## config.mk

```make
export PLATFORM = sky130hd
export DESIGN_NAME = mem_port_arbiter
export DESIGN_NICKNAME = d
export VERILOG_FILES = /design/src/rtl/mem_arb_pkg.sv /design/src/rtl/arb_pick3.sv /design/src/rtl/mem_port_arbiter.sv
export SDC_FILE = /design/constraint.sdc
export NUM_CORES = 1
export LEC_CHECK = 0
export CORE_MARGIN = 2
export CORE_UTILIZATION = 45
export DETAILED_ROUTE_END_ITERATION = 16
export PLACE_DENSITY = 0.84
export SYNTH_ARGS = -nofsm -noshare
export SYNTH_HDL_FRONTEND = slang
export SYNTH_HIERARCHICAL = 1
export SYNTH_SLANG_ARGS = --single-unit
```

## constraint.sdc

```tcl
create_clock -name clk -period 11.05 [get_ports clk]
set_clock_uncertainty 0.05 [all_clocks]
set_input_delay 1.105 -clock clk [delete_from_list [all_inputs] [get_ports clk]]
set_output_delay 1.105 -clock clk [all_outputs]
set_load 0.005 [all_outputs]
```

## src/rtl/mem_arb_pkg.sv

```systemverilog
// Shared types and requester IDs for the memory port arbiter.
package mem_arb_pkg;

   typedef enum logic [1:0] {
      SZ_NONE = 2'd0,
      SZ_BYTE = 2'd1,
      SZ_HALF = 2'd2,
      SZ_WORD = 2'd3
   } mem_size_t;

   localparam logic [1:0] REQ_CRD = 2'd0;
   localparam logic [1:0] REQ_CWR = 2'd1;
   localparam logic [1:0] REQ_X   = 2'd2;
   localparam int         NREQ    = 3;

   typedef enum logic {
      ARB_IDLE = 1'b0,
      ARB_WAIT = 1'b1
   } arb_state_t;

   // Requester after id in the rotation c_rd -> c_wr -> x -> c_rd.
   function automatic logic [1:0] next_id(input logic [1:0] id);
      return (id == REQ_X) ? REQ_CRD : id + 2'd1;
   endfunction

endpackage

```

## src/rtl/arb_pick3.sv

```systemverilog
// Three-way winner picker: fixed priority x > c_wr > c_rd, or round-robin
// with a registered pointer when ARB_RR_EN is defined.
module arb_pick3
   import mem_arb_pkg::*;
(
`ifdef ARB_RR_EN
   input  logic       clk,
   input  logic       reset,
   input  logic       i_adv,
`endif
   input  logic [2:0] i_pend,
   output logic [1:0] o_win
);

`ifdef ARB_RR_EN
   logic [1:0] r_ptr;
   logic [1:0] w_c1;
   logic [1:0] w_c2;

   // Pointer moves to the requester just after the one granted.
   always_ff @(posedge clk or posedge reset) begin
      if (reset)
         r_ptr <= REQ_CRD;
      else if (i_adv)
         r_ptr <= next_id(o_win);
   end

   always_comb begin
      w_c1  = next_id(r_ptr);
      w_c2  = next_id(w_c1);
      o_win = r_ptr;
      if (i_pend[r_ptr])
         o_win = r_ptr;
      else if (i_pend[w_c1])
         o_win = w_c1;
      else if (i_pend[w_c2])
         o_win = w_c2;
   end
`else
   always_comb begin
      if (i_pend[REQ_X])
         o_win = REQ_X;
      else if (i_pend[REQ_CWR])
         o_win = REQ_CWR;
      else
         o_win = REQ_CRD;
   end
`endif

endmodule

```

## src/rtl/mem_port_arbiter.sv

```systemverilog
// Serialises CPU read, CPU write and external master pulses onto one
// held-request/ack memory bus. Define ARB_RR_EN for round-robin arbitration.
module mem_port_arbiter
   import mem_arb_pkg::*;
#(
   parameter int AW = 32,
   parameter int DW = 32
) (
   input  logic          clk,
   input  logic          reset,
   input  logic [1:0]    c_rd_sig,
   input  logic [AW-1:0] c_rd_addr,
   output logic          c_rd_ready,
   output logic [DW-1:0] c_rd_data,
   input  logic [1:0]    c_wr_sig,
   input  logic [AW-1:0] c_wr_addr,
   input  logic [DW-1:0] c_wr_data,
   output logic          c_wr_ready,
   input  logic [1:0]    x_sig,
   input  logic          x_we,
   input  logic [AW-1:0] x_addr,
   input  logic [DW-1:0] x_wdata,
   output logic          x_ready,
   output logic [DW-1:0] x_rdata,
   output logic          mem_req,
   output logic          mem_we,
   output logic [1:0]    mem_size,
   output logic [AW-1:0] mem_addr,
   output logic [DW-1:0] mem_wdata,
   input  logic [DW-1:0] mem_rdata,
   input  logic          mem_ack,
   output logic          overrun
);

   arb_state_t    r_state;
   arb_state_t    w_state_nx;
   logic          w_load;
   logic          w_done;

   logic [2:0]    r_pend;
   logic [AW-1:0] r_addr  [NREQ];
   logic [1:0]    r_size  [NREQ];
   logic          r_we    [NREQ];
   logic [DW-1:0] r_wdata [NREQ];
   logic [1:0]    r_win;

   logic [1:0]    w_in_sig   [NREQ];
   logic [AW-1:0] w_in_addr  [NREQ];
   logic          w_in_we    [NREQ];
   logic [DW-1:0] w_in_wdata [NREQ];
   logic [2:0]    w_req;
   logic [2:0]    w_cap;
   logic [2:0]    w_eff;
   logic          w_drop;
   logic [1:0]    w_pick;

   logic          r_mem_req;
   logic          r_mem_we;
   logic [1:0]    r_mem_size;
   logic [AW-1:0] r_mem_addr;
   logic [DW-1:0] r_mem_wdata;
   logic          w_sel_we;
   logic [1:0]    w_sel_size;
   logic [AW-1:0] w_sel_addr;
   logic [DW-1:0] w_sel_wdata;

   logic          r_c_rd_ready;
   logic          r_c_wr_ready;
   logic          r_x_ready;
   logic [DW-1:0] r_c_rd_data;
   logic [DW-1:0] r_x_rdata;
   logic          r_overrun;

   // Write data is zeroed at capture for reads so mem_wdata is 0 on reads.
   always_comb begin
      w_in_sig[REQ_CRD]   = c_rd_sig;
      w_in_addr[REQ_CRD]  = c_rd_addr;
      w_in_we[REQ_CRD]    = 1'b0;
      w_in_wdata[REQ_CRD] = '0;
      w_in_sig[REQ_CWR]   = c_wr_sig;
      w_in_addr[REQ_CWR]  = c_wr_addr;
      w_in_we[REQ_CWR]    = 1'b1;
      w_in_wdata[REQ_CWR] = c_wr_data;
      w_in_sig[REQ_X]     = x_sig;
      w_in_addr[REQ_X]    = x_addr;
      w_in_we[REQ_X]      = x_we;
      w_in_wdata[REQ_X]   = x_we ? x_wdata : '0;
      for (int i = 0; i < NREQ; i++) begin
         w_req[i] = (w_in_sig[i] != SZ_NONE);
         w_cap[i] = w_req[i] & ~r_pend[i];
      end
      w_drop = |(w_req & r_pend);
      w_eff  = r_pend | w_cap;
   end

   arb_pick3 u_pick (
`ifdef ARB_RR_EN
      .clk    (clk),
      .reset  (reset),
      .i_adv  (w_load),
`endif
      .i_pend (w_eff),
      .o_win  (w_pick)
   );

   // A winner captured this very cycle has not reached its slot yet.
   always_comb begin
      w_sel_we    = 1'b0;
      w_sel_size  = SZ_NONE;
      w_sel_addr  = '0;
      w_sel_wdata = '0;
      for (int i = 0; i < NREQ; i++) begin
         if (w_pick == 2'(i)) begin
            w_sel_we    = w_cap[i] ? w_in_we[i]    : r_we[i];
            w_sel_size  = w_cap[i] ? w_in_sig[i]   : r_size[i];
            w_sel_addr  = w_cap[i] ? w_in_addr[i]  : r_addr[i];
            w_sel_wdata = w_cap[i] ? w_in_wdata[i] : r_wdata[i];
         end
      end
   end

   always_ff @(posedge clk or posedge reset) begin
      if (reset)
         r_state <= ARB_IDLE;
      else
         r_state <= w_state_nx;
   end

   always_comb begin
      w_state_nx = r_state;
      w_load     = 1'b0;
      w_done     = 1'b0;
      case (r_state)
         ARB_IDLE: begin
            if (|w_eff) begin
               w_load     = 1'b1;
               w_state_nx = ARB_WAIT;
            end
         end
         ARB_WAIT: begin
            if (mem_ack) begin
               w_done     = 1'b1;
               w_state_nx = ARB_IDLE;
            end
         end
         default: w_state_nx = ARB_IDLE;
      endcase
   end

   always_ff @(posedge clk or posedge reset) begin
      if (reset) begin
         r_pend       <= '0;
         r_win        <= REQ_CRD;
         r_mem_req    <= 1'b0;
         r_mem_we     <= 1'b0;
         r_mem_size   <= SZ_NONE;
         r_mem_addr   <= '0;
         r_mem_wdata  <= '0;
         r_c_rd_ready <= 1'b0;
         r_c_wr_ready <= 1'b0;
         r_x_ready    <= 1'b0;
         r_c_rd_data  <= '0;
         r_x_rdata    <= '0;
         r_overrun    <= 1'b0;
         for (int i = 0; i < NREQ; i++) begin
            r_addr[i]  <= '0;
            r_size[i]  <= SZ_NONE;
            r_we[i]    <= 1'b0;
            r_wdata[i] <= '0;
         end
      end else begin
         for (int i = 0; i < NREQ; i++) begin
            r_pend[i] <= (r_pend[i] & ~(w_done && r_win == 2'(i))) | w_cap[i];
            if (w_cap[i]) begin
               r_addr[i]  <= w_in_addr[i];
               r_size[i]  <= w_in_sig[i];
               r_we[i]    <= w_in_we[i];
               r_wdata[i] <= w_in_wdata[i];
            end
         end
         if (w_drop)
            r_overrun <= 1'b1;
         if (w_load) begin
            r_win       <= w_pick;
            r_mem_req   <= 1'b1;
            r_mem_we    <= w_sel_we;
            r_mem_size  <= w_sel_size;
            r_mem_addr  <= w_sel_addr;
            r_mem_wdata <= w_sel_wdata;
         end else if (w_done) begin
            r_mem_req   <= 1'b0;
         end
         r_c_rd_ready <= w_done && (r_win == REQ_CRD);
         r_c_wr_ready <= w_done && (r_win == REQ_CWR);
         r_x_ready    <= w_done && (r_win == REQ_X);
         if (w_done && r_win == REQ_CRD)
            r_c_rd_data <= mem_rdata;
         if (w_done && r_win == REQ_X && !r_mem_we)
            r_x_rdata <= mem_rdata;
      end
   end

   assign c_rd_ready = r_c_rd_ready;
   assign c_rd_data  = r_c_rd_data;
   assign c_wr_ready = r_c_wr_ready;
   assign x_ready    = r_x_ready;
   assign x_rdata    = r_x_rdata;
   assign mem_req    = r_mem_req;
   assign mem_we     = r_mem_we;
   assign mem_size   = r_mem_size;
   assign mem_addr   = r_mem_addr;
   assign mem_wdata  = r_mem_wdata;
   assign overrun    = r_overrun;

endmodule
```

---- Yosys cells after proc, flatten, opt, wreduce, memory -nomap -nowiden ----
Cells that the tools add are included.
storage, ports and cells
  register bits after elaboration ......... 343
  output and inout bits ................... 136
cells by class
  eq/ne operators ......................... 4
  multiplexer cells ....................... 35
  bitwise operators ....................... 18
  reduce and logical (&&, ||, !) cells .... 13
operator list
  cell                  number
  $mux W32              13
  $mux W1               14
  $mux W2               7
  $reduce_bool A2 Y1    4
  $not A1 Y1            7
  $and A1 B1 Y1         6
  $reduce_or A3 Y1      2
  $eq A2 B1 Y1 const B  2
  $eq A2 B2 Y1 const B  2
  $logic_and A1 B1 Y1   4
  $logic_not A2 Y1      2
  $and A3 B3 Y3         1
  $or A1 B1 Y1          3
  $or A3 B3 Y3          1
  $pmux W1 S2           1
  $logic_not A1 Y1      1

---- Longest topological paths before layout ----
  depth in word-level cells ............... 9
  mapped depth ............................ 10
  depth with buffers taken out ............ 7

---- Modules after synthesis ----
Netlist, hierarchy kept.
modules (own cells, without submodules)
  module            instances  cells an instance  area an instance (µm²)  sequential area each (µm²)
  mem_port_arbiter  1          1065               13684.4                 8583.2
  arb_pick3         1          2                  21.3                    0.0

---- Worst setup path after synthesis ----
Ideal clock, no wire load.
  path kind ............................... input-to-reg
  from .................................... input port x_sig[1]
  to ...................................... register r_mem_wdata[31] (netlist: mem_wdata[31])
  library setup time ...................... 77 ps
  data arrival time ....................... 2716 ps
  data required time ...................... 10923 ps
  path slack .............................. 8207 ps
  stages on the path ...................... 10
  path buffers ............................ 4
  cells stage by stage .................... nor3_1 inv_1 buf_4 buf_2 nor2_1 and2_1 clkbuf_2 buf_2 a222oi_1 a21oi_1
between the ends
  word-level cells in the longest chain between the ends .. 8
RTL lines
  what                    RTL line                 text
  start, declared         mem_port_arbiter.sv:19   input logic [1:0] x_sig,
  $reduce_bool A2 Y1 (*)  mem_port_arbiter.sv:89   w_req[i] = (w_in_sig[i] != SZ_NONE);
  $and A1 B1 Y1 (*)       mem_port_arbiter.sv:90   w_cap[i] = w_req[i] & ~r_pend[i];
  $or A3 B3 Y3 (*)        mem_port_arbiter.sv:93   w_eff = r_pend | w_cap;
  via w_eff[2]            mem_port_arbiter.sv:53   logic [2:0] w_eff;
  $mux W2 (*)             arb_pick3.sv:41          if (i_pend[REQ_X])
  via w_pick[1]           mem_port_arbiter.sv:55   logic [1:0] w_pick;
  $logic_not A2 Y1        --
  $mux W32                --
  $mux W32                mem_port_arbiter.sv:113  if (w_pick == 2'(i)) begin
  $mux W32 (*)            mem_port_arbiter.sv:113
  end signal, assigned    mem_port_arbiter.sv:189  r_mem_wdata <= w_sel_wdata;
  end, declared           mem_port_arbiter.sv:61   logic [DW-1:0] r_mem_wdata;
Mark *: on every way through the listed nets, which the timed path passes. The rest lies on a longest branch.
A chain may end at the register's enable or synchronous reset.

---- Final worst setup path ----
  from .................................... input port x_sig[1]
  to ...................................... register r_mem_wdata[5] (netlist: mem_wdata[5])
The elaborated chain is that of the path after synthesis.

==> PnR_summary.wiki <==
{| class="wikitable"
! Metric !! Value
|-
| Area share of the largest cell type after synthesis || around 63%
|-
| Number of setup violations in the final report || 0
|-
| Number of buffers added by the clock tree synthesis step || 36
|-
| Biggest area consumer among synthesized cells || dfrtp_1
|-
| Relative area change from synthesis to final layout || 36.1%
|-
| Worst skew pair latency || around 0.51 ns
|-
| Most common library cell in the layout ignoring fill and taps || dfrtp_1
|-
| Gr busiest metal || met2
|-
| Achievable frequency || 230 MHz
|-
| Synth unique cells || 44
|-
| Net count of the finished layout || 1585
|-
| Placer's final routability congestion estimate || 0.803
|-
| Post-CTS setup-driven buffer insertion count || 0
|-
| Wire length per cell || 20.6 µm
|-
| Met2 track utilization from global routing || a little under two fifths
|-
| Mean Syn Cell Area || 12.8 µm²
|-
| Placed instance count || 1735
|-
| Via Count || ~9.7k
|-
| Post-route ant nets || 0
|-
| Unrepaired setup endpoints after global routing || no
|-
| Post-synthesis register bit count || approximately 340
|-
| Cell area power density || 221 nW/µm²
|-
| Most used cells in the layout excluding fill and tap cells || 343 x dfrtp_1, 337 x clkdlybuf4s50_1, 189 x mux2_2
|-
| Met3 layer usage reported by global route || ~5.8%
|-
| Final critical delay including setup and external delays || 4.34 ns
|-
| HPWL after detailed placement || 24.1 mm
|-
| Number of enable flip-flop cells after synthesis || 0
|-
| Warning count from the yosys run || 6
|-
| Fraction of layout instances using a drive strength above 1 || 19.7%
|-
| Starting density of the core || 46.0%
|-
| Cell area reported after detailed placement || 17400 µm²
|-
| Cts repair resizes || 0
|-
| Sum Neg Setup Slack || 0 ns
|-
| Hold slack final || 0.409 ns
|-
| Post-route cell area || about 19000 µm²
|-
| Rows || 63
|-
| Routed Wire Length || 37.0 mm
|-
| Dominant synthesized flop cell || dfrtp_1
|-
| Reported max-cap violation count || 0
|-
| Type of destination of the critical path || flop
|-
| Static Leakage || 7.98 nW
|-
| Worst slew margin relative to its limit || 31.0%
|-
| Largest net degree at the start of global routing || 123
|-
| Share of synthesized registers carrying an async set or reset || 100%
|-
| Peak fanout along the critical path || 39
|-
| Post-synthesis cell count || 1067
|-
| Drt first pass iters || 8
|-
| DIE WIDTH || 179 µm
|-
| Cell area after synthesis || roughly 14000 µm²
|-
| Number of inserted filler cells in the final layout || 2266
|-
| Core region area || 29800 µm²
|-
| Global-route wire length before repair || 56.0 mm
|-
| Required arrival time at the worst endpoint || 11.41 ns
|-
| Worst-path clk slew || 0.06 ns
|-
| # H-tree levels || 2
|-
| Maximum ir drop on the vdd rail || 0.149 mV
|-
| Hold violation total from the final report || 0
|-
| Portion of the clock cycle consumed by the worst path in the final layout || about two fifths
|-
| Number of antenna violations at the first check in global routing || 3
|-
| Die footprint || approximately 32000 µm²
|-
| Final non-filler cell total || 1800
|-
| Outcome || finished, final reports clean
|-
| TritonCTS clock tree || built
|-
| Path category of the worst min-delay check || reg2reg
|-
| Largest cells by area after synthesis || dfrtp_1 63%, mux2_2 16%, nand2_1 2.9%, a31oi_1 2.1%, nor2_1 1.8%
|-
| Leftover overflow at the end of global routing || 0
|-
| Arrival time at the worst endpoint || around 4.7 ns
|-
| Total number of clock tree sinks || 343
|-
| Worst setup SP type || primary input
|-
| IO Count || 338
|-
| Via count of the first global-routing pass || 10.2k
|-
| Post-Synthesis Net Count || roughly 1.3k
|-
| Area taken by multi-input logic gates || 4720 µm²
|-
| Area taken by flip-flops and latches || 8580 µm²
|-
| GRT Total Usage || 22.7%
|-
| Met1 Use GR || between 20 and 30%
|-
| Number of design-rule violations left by the first detailed-router iteration || between 800 and 900
|-
| Clock tree root buffer cell || clkbuf_16
|-
| Pins over their slew limit || 0
|-
| Die Ht || 179 µm
|-
| Maximum count of clock buffers along a single path || 3
|-
| Worst slew pin tran || 1.03 ns
|-
| Critical path class || in2reg
|-
| Number of buffers inserted by port buffering || 337
|-
| Remaining design rule violation count || 0
|-
| Quantity of hold-fixing buffers added after cts || 0
|-
| Detail-routed via count per cell || 5.39
|-
| Sequential share of the synthesized area || 62.6%
|}
-- report_power, final --
part | leakage [nW] | switching [mW] | internal, mW
clock | 0.624 | 0.483 | 0.785
sequential | 4.15 | 0.159 | 1.62
combinational | 3.20 | 0.418 | 0.667
total | 7.98 | 1.06 | 3.07
-- critical path, cell delays in order --
cell and delay, ns:
clkdlybuf4s50_1 0.48, nor3_1 0.45, inv_1 0.08, buf_4 0.27
nor2b_4 0.58, nor2b_4 0.68, buf_4 0.58, a222oi_1 0.21
a21oi_1 0.21
-- cell families (layout without fill, tap and decap cells) --
logic type / count (synthesis) / after routing / share of synthesized area (%)
AOI/OAI and AO/OA: 171 / 171 / 8.96
buffers and inverters: 103 / 444 / 3.43
DFF: 343 / 343 / 62.6
muxes: 212 / 212 / 17.3
other: 0 / 2 / 0
and+or+nand+nor: 238 / 238 / 7.70
-- final timing paths --
path,startpoint,end,slack [ns],cells after the start
min in group asynchronous,reset,r_addr[40]$_DFF_PP0_,1.12,2
max reg2reg,r_pend[2]$_DFF_PP0_,mem_wdata[5]$_DFFE_PP0P_,7.33,8
max in group asynchronous,reset,mem_wdata[10]$_DFFE_PP0P_,7.34,4
min reg2reg,r_we[1]$_DFF_PP0_,r_we[1]$_DFF_PP0_,0.41,1
max,x_sig[1],mem_wdata[5]$_DFFE_PP0P_,6.71,9
min,r_we[1]$_DFF_PP0_,r_we[1]$_DFF_PP0_,0.41,1
-- Yosys cell counts, types with 4 or more instances --
master,n
and2_1,34
inv_1,29
o21ai_0,4
dfrtp_1,343
buf_4,10
a31oi_1,47
buf_2,17
nand3_1,13
a22oi_1,31
mux2_2,189
clkbuf_1,35
mux2i_1,20
a311o_1,14
nand2_1,107
nor2_1,66
buf_1,7
a21oi_1,36
a222oi_1,18
nand2b_1,7
-- metal layers --
layer	routed length, µm	vias up
met1	15000	4860
met3	2860	73
li1	-	4389
met5	8	-
met2	18200	376
met4	989	2
-- metrics by stage --
stage | utilization, % | setup WS, ns | power, mW
floorplan | - | 0.387 | 2.26
global placement | 58.4 | 6.28 | 2.82
detailed placement | 58.4 | 6.20 | 2.88
CTS | 62.6 | 6.71 | 4.17
global route | 62.6 | 6.46 | 4.33
finish | 62.6 | 6.71 | 4.13
-- layout make-up --
class	instances	area share [%]
repair buffers	352	18.7
clock buffers	54	5.95
inverters	29	0.624
diodes	2	0.0268
multi-input cells	621	25.3
clock inverters	9	0.778
flip-flops and latches	343	46.0
well taps	390	2.62
-- flip-flops by register name (all words and copies together), names as in the netlist, 3 cells and up --
| name | cells |
|---|---|
| c_rd_data | 32 |
| mem_addr | 32 |
| mem_wdata | 32 |
| r_addr | 96 |
| r_pend | 3 |
| r_size | 6 |
| r_wdata | 96 |
| r_we | 3 |
| x_rdata | 32 |
Note: power is estimated with default switching activity, not from simulation.
